<file path="config.mk">
export PLATFORM = sky130hd
export DESIGN_NAME = iq_integrate_dump
export DESIGN_NICKNAME = d
export VERILOG_FILES = /design/src/rtl/iq_integrate_dump.sv
export SDC_FILE = /design/constraint.sdc
export NUM_CORES = 1
export LEC_CHECK = 0
export ABC_AREA = 1
export ABC_CLOCK_PERIOD_IN_PS = 1550
export CORE_ASPECT_RATIO = 2
export CORE_MARGIN = 5
export CORE_UTILIZATION = 51
export CTS_CLUSTER_SIZE = 8
export DETAILED_ROUTE_END_ITERATION = 8
export MAX_ROUTING_LAYER = met4
export PLACE_DENSITY_LB_ADDON = 0.12
export SLEW_MARGIN = 20
export SYNTH_ARGS = -nofsm -noshare
export SYNTH_HDL_FRONTEND = slang
export SYNTH_SLANG_ARGS = --single-unit
</file>
<file path="constraint.sdc">
create_clock -name clk -period 1.55 [get_ports clk]
set_input_delay 0.155 -clock clk [delete_from_list [all_inputs] [get_ports clk]]
set_output_delay 0.155 -clock clk [all_outputs]
set_load 0.02 [all_outputs]
</file>
<file path="src/rtl/iq_integrate_dump.sv">
// iq_integrate_dump: integrate-and-dump decimator for the 2-bit I/Q mixer products.
// Sums DUMP_LEN accepted samples per channel and presents one signed sum pair per
// window on a valid/ready output. A finished window that finds the output slot
// still occupied parks in a pending register and upstream is stalled until the
// consumer drains the slot.
// Optional feature macro: IQ_OVF_SAT_EN -- when defined, the output conversion
// saturates and sat_flag records any clipping; when undefined, the conversion
// keeps the low OUT_W bits and sat_flag stays 0.
module iq_integrate_dump #(
   parameter int DUMP_LEN = 16,
   parameter int ACC_W    = 8,
   parameter int OUT_W    = 6
) (
   input  logic                    clk,
   input  logic                    rst_n,
   input  logic                    in_valid,
   output logic                    in_ready,
   input  logic signed [1:0]       I_in,
   input  logic signed [1:0]       Q_in,
   output logic                    out_valid,
   input  logic                    out_ready,
   output logic signed [OUT_W-1:0] I_out,
   output logic signed [OUT_W-1:0] Q_out,
   output logic                    sat_flag
);

   localparam int CNT_W = $clog2(DUMP_LEN);
   localparam logic [CNT_W-1:0] CNT_LAST = CNT_W'(DUMP_LEN - 1);

   typedef enum logic {ACC, STALL} state_t;

   state_t                    state_q,     state_d;
   logic [CNT_W-1:0]          cnt_q,       cnt_d;
   logic signed [ACC_W-1:0]   acc_i_q,     acc_i_d;
   logic signed [ACC_W-1:0]   acc_q_q,     acc_q_d;
   logic signed [ACC_W-1:0]   pend_i_q,    pend_i_d;
   logic signed [ACC_W-1:0]   pend_q_q,    pend_q_d;
   logic                      out_valid_q, out_valid_d;
   logic signed [OUT_W-1:0]   i_out_q,     i_out_d;
   logic signed [OUT_W-1:0]   q_out_q,     q_out_d;
   logic                      sat_q,       sat_d;

   logic signed [ACC_W-1:0]   ext_i, ext_q, sum_i, sum_q, src_i, src_q;
   logic [OUT_W:0]            conv_i, conv_q;
   logic                      slot_free;

   // Reduce an accumulator value to the output width; MSB of the result flags clipping.
   function automatic logic [OUT_W:0] conv(input logic signed [ACC_W-1:0] v);
`ifdef IQ_OVF_SAT_EN
      logic signed [ACC_W-1:0] sat_max;
      logic signed [ACC_W-1:0] sat_min;
      sat_max = ACC_W'((1 << (OUT_W - 1)) - 1);
      sat_min = ~sat_max;
      if (v > sat_max)
         conv = {1'b1, sat_max[OUT_W-1:0]};
      else if (v < sat_min)
         conv = {1'b1, sat_min[OUT_W-1:0]};
      else
         conv = {1'b0, v[OUT_W-1:0]};
`else
      conv = {1'b0, v[OUT_W-1:0]};
`endif
   endfunction

   // Sign-extend the mixer products and form the running sums; the converter is
   // shared between a fresh window sum (ACC) and the parked sum (STALL).
   always_comb begin
      ext_i     = {{(ACC_W-2){I_in[1]}}, I_in};
      ext_q     = {{(ACC_W-2){Q_in[1]}}, Q_in};
      sum_i     = acc_i_q + ext_i;
      sum_q     = acc_q_q + ext_q;
      src_i     = (state_q == STALL) ? pend_i_q : sum_i;
      src_q     = (state_q == STALL) ? pend_q_q : sum_q;
      conv_i    = conv(src_i);
      conv_q    = conv(src_q);
      slot_free = !out_valid_q || out_ready;
   end

   // Next-state logic: accumulate, dump into the output slot, or park and stall.
   always_comb begin
      state_d     = state_q;
      cnt_d       = cnt_q;
      acc_i_d     = acc_i_q;
      acc_q_d     = acc_q_q;
      pend_i_d    = pend_i_q;
      pend_q_d    = pend_q_q;
      out_valid_d = out_valid_q;
      i_out_d     = i_out_q;
      q_out_d     = q_out_q;
      sat_d       = sat_q;
      case (state_q)
         ACC: begin
            if (out_valid_q && out_ready)
               out_valid_d = 1'b0;
            if (in_valid) begin
               if (cnt_q != CNT_LAST) begin
                  acc_i_d = sum_i;
                  acc_q_d = sum_q;
                  cnt_d   = cnt_q + 1'b1;
               end else begin
                  acc_i_d = '0;
                  acc_q_d = '0;
                  cnt_d   = '0;
                  if (slot_free) begin
                     i_out_d     = conv_i[OUT_W-1:0];
                     q_out_d     = conv_q[OUT_W-1:0];
                     out_valid_d = 1'b1;
                     sat_d       = sat_q | conv_i[OUT_W] | conv_q[OUT_W];
                  end else begin
                     pend_i_d = sum_i;
                     pend_q_d = sum_q;
                     state_d  = STALL;
                  end
               end
            end
         end
         STALL: begin
            if (out_ready) begin
               i_out_d     = conv_i[OUT_W-1:0];
               q_out_d     = conv_q[OUT_W-1:0];
               out_valid_d = 1'b1;
               sat_d       = sat_q | conv_i[OUT_W] | conv_q[OUT_W];
               state_d     = ACC;
            end
         end
         default: state_d = ACC;
      endcase
   end

   // State register with synchronous active-low reset; reset drops any partial or parked sum.
   always_ff @(posedge clk) begin
      if (!rst_n) begin
         state_q     <= ACC;
         cnt_q       <= '0;
         acc_i_q     <= '0;
         acc_q_q     <= '0;
         pend_i_q    <= '0;
         pend_q_q    <= '0;
         out_valid_q <= 1'b0;
         i_out_q     <= '0;
         q_out_q     <= '0;
         sat_q       <= 1'b0;
      end else begin
         state_q     <= state_d;
         cnt_q       <= cnt_d;
         acc_i_q     <= acc_i_d;
         acc_q_q     <= acc_q_d;
         pend_i_q    <= pend_i_d;
         pend_q_q    <= pend_q_d;
         out_valid_q <= out_valid_d;
         i_out_q     <= i_out_d;
         q_out_q     <= q_out_d;
         sat_q       <= sat_d;
      end
   end

   // in_ready depends only on the registered state, never on out_ready.
   assign in_ready  = (state_q == ACC);
   assign out_valid = out_valid_q;
   assign I_out     = i_out_q;
   assign Q_out     = q_out_q;
   assign sat_flag  = sat_q;

endmodule
</file>
==> flow_summary_export.csv <==
group,metric,value,unit
die,die_h,103,um
die,ios,23,
worst_setup_path,worstPathRequired,1.73,ns
place,placement.cell_area,2560,sq um
cts,numClockSinks,42,
die,fp.dieArea,5810,sq um
die,floorplan.initialDensity,0.533,
sta,timing_max_transition_violations_final,0,
global_route,grt_pass1_vias,1912,
route,route.detailed.drc,0,
pwr,ir_worst_vdd,0.819,mV
yosys,synth_seq_cells,42,
cts,cts_inserted_buffers,5,
worst_setup_path,rr_endpoint,"Q_out[4]",
worst_setup_path,timing.critical_path.to_type,"register",
min_path,hold_start,"Q_in[0]",
yosys,synth_seq_area_share,0.382,
die,core_region_area,4130,sq um
layout,final_nets,362,
global_route,antenna_found_initial,0,
worst_setup_path,critPathKind,"register to register",
cts,post_cts.repair.setup_buffers,0,
worst_setup_path,crit_arrival,1.70,ns
worst_setup_path,path_max_fanout,3,
min_path,hold_class,"input port to register",
sta,final_hold_viols,0,
yosys,synth.net_count,326,
yosys,synth_top_cells_by_area,"dfxtp_1 (38%), nand2_1 (17%), a21oi_1 (8.2%)",
worst_setup_path,worst-r2r-setup-slack,0.03,ns
sta,timing.final.setup_violations,0,
yosys,synthDistinctLibCells,33,
sta,fin_worst_skew,0.0112,ns
yosys,ys_top_cells_by_count,"nand2_1 (98), dfxtp_1 (42), a21oi_1 (36), inv_1 (28), nand3_1 (21)",
sta,fmax,657,MHz
yosys,post_synth_inst_count,305,
yosys,synth-edff-count,0,
worst_setup_path,critical_path.reg2reg.startpoint,"acc_q_q[0]",
worst_setup_path,timing.critical_path.from_type,"register",
status,run_status,"complete, no violations",
route,average_wire_per_cell_in_the_routed_design,12.9,um
worst_setup_path,cp-startpoint,"acc_q_q[0]",
yosys,netlist.area_leader.share,0.382,
sta,setup_tns,0,ns
global_route,grtUsageTotal,0.194,
cts,cts-hold-fix-buffers,0,
place,place.port_buffers,21,
sta,final_worst_path_cycle_share,0.981,
layout,postLayoutCellArea,2810,sq um
sta,setup_repair_after_global_routing_missed_its_margin,"yes",
global_route,global_route_wire_length_before_repair,8.70,mm
global_route,grt_max_degree,20,
sta,finalHoldWorstSlack,0.357,ns
yosys,syn-mean-instance-area,7.21,sq um
global_route,global_route.overflow_total,0,
job,drv.max_cap_violation_count,0,
pwr,power-per-cell-area,892,nW/um^2
route,drt_pass_1_iters,4,
route,routed_wirelength,5.07,mm
route,route.antenna.remaining_nets,0,
min_path,holdPathStages,4,
cts,cts.reportedPaths.clkPinSlew,0.08,ns
cts,cts_buffer_depth,2,
layout,post_route_cells_drive_above_1_share,0.187,
layout,synthToLayoutAreaGrowth,27.8,%
cts,clkLatencyLatePin,0.29,ns
place,dp_hpwl,3.73,mm
route,dr.first_iter.drc_count,36,
yosys,post_synth_instance_area,2200,sq um
yosys,yosys.cell_count.top_type,"nand2_1",
die,die_x,56.4,um
yosys,async_flop_share,0,
cts,clock_tree_from_tritoncts,"done",
cts,h-tree-depth,2,
place,gp_congestion,0.845,
route,vias_per_cell,5.09,
yosys,synth-warning-count,0,
worst_setup_path,r2r_cells,7,
sta,period_needed,1.52,ns
route,vias,2007,
pwr,p_leak,0.00131,uW
layout,antenna_cells,0,
cts,clock_tree.root_cell,"clkbuf_8",
worst_setup_path,crit_path_end,"Q_out[4]",
die,rows,33,
yosys,synth-main-ff-cell,"dfxtp_1",
yosys,netlist.top_cell.by_area,"dfxtp_1",
## cell usage in the layout, fill, tap and decap left out, types with 2 or more instances in the layout
master,netlist,final
inv_1,28,28
nand2_1,98,96
ha_1,11,5
or2_4,0,2
or2_2,4,2
dfxtp_1,42,38
o21ai_1,3,5
dlymetal6s2s_1,0,2
nand3_1,21,16
ha_4,0,6
nand2_2,0,2
fa_2,0,2
o21ai_0,11,9
nor2_1,13,13
a21oi_2,2,3
xnor2_2,0,2
dfxtp_2,0,4
nand3_2,1,6
clkdlybuf4s50_1,0,17
o21a_1,3,3
buf_4,3,19
clkbuf_1,4,2
a21oi_1,36,35
nand2_4,2,2
clkbuf_8,0,5
## timing repair
item | CTS | global route
pin swaps | 1 | 5
gates resized for setup | 8 | 27
cloned | 0 | 0
endpoints found under the setup margin | 21 | 26
## report_power, final
part | switching, uW | internal, uW | total (uW)
sequential | 30.6 | 1120 | 1150
clock | 364 | 482 | 846
combinational | 274 | 241 | 515
## per-stage QoR
step / total power (uW) / instances / setup WS [ns] / utilization
finish: 2510 / 394 / 0.0289 / 0.681
global route: 2660 / 394 / -0.0324 / 0.681
CTS: 2480 / 394 / 0.00167 / 0.654
detailed placement: 1610 / 386 / -0.440 / 0.621
global placement: 1600 / 386 / -0.438 / 0.621
floorplan: 1460 / 305 / 0.0253 / -
## layout make-up
| cell class | instances | area (sq um) |
|---|---|---|
| sequential | 42 | 846 |
| inverter | 31 | 124 |
| clock inverter | 1 | 30.0 |
| fill | 370 | 1320 |
| timing repair buffer | 41 | 372 |
| tap | 52 | 65.1 |
| multi-input combinational | 220 | 1300 |
| clock buffer | 7 | 76.3 |
## how the worst min path moves through the flow
stage,endpoint,slack [ns]
3_3_place_gp,pend_q_q[0],0.45
3_5_place_dp,pend_i_q[1],0.46
2_1_floorplan,pend_q_q[2],0.29
6_report,pend_q_q[0],0.36
5_1_grt,pend_q_q[0],0.39
4_1_cts,pend_q_q[0],0.47
## registers in the layout, summed over array words and instances, names as in the netlist, 4 cells and up
| name | cells |
|---|---|
| I_out | 6 |
| Q_out | 6 |
| acc_i_q | 6 |
| acc_q_q | 6 |
| cnt_q | 4 |
| pend_i_q | 6 |
| pend_q_q | 6 |
## cell families after synthesis
kind of cell | share of synthesized area
adders and majority gates | 0.0808
and+or+nand+nor | 0.286
DFF | 0.382
other | 0.00170
buffers and inverters | 0.0916
xor gates and xnor gates | 0.0119
AOI/OAI and AO/OA | 0.146
## per-layer routing
layer / share of wire / track usage
met3: 0.026 / 0.0351
met5: 0 / -
met1: 0.41 / 0.215
met2: 0.54 / 0.344
met4: 0.018 / 0.0713
## worst max-delay path: stages (launching register included)
cell	delay [ns]
dfxtp_2	0.34
ha_4	0.16
fa_2	0.40
nand3_2	0.09
nand2_1	0.06
or2_4	0.25
nand3_1	0.07
a21oi_1	0.06
(Power assumes the default switching activity.)
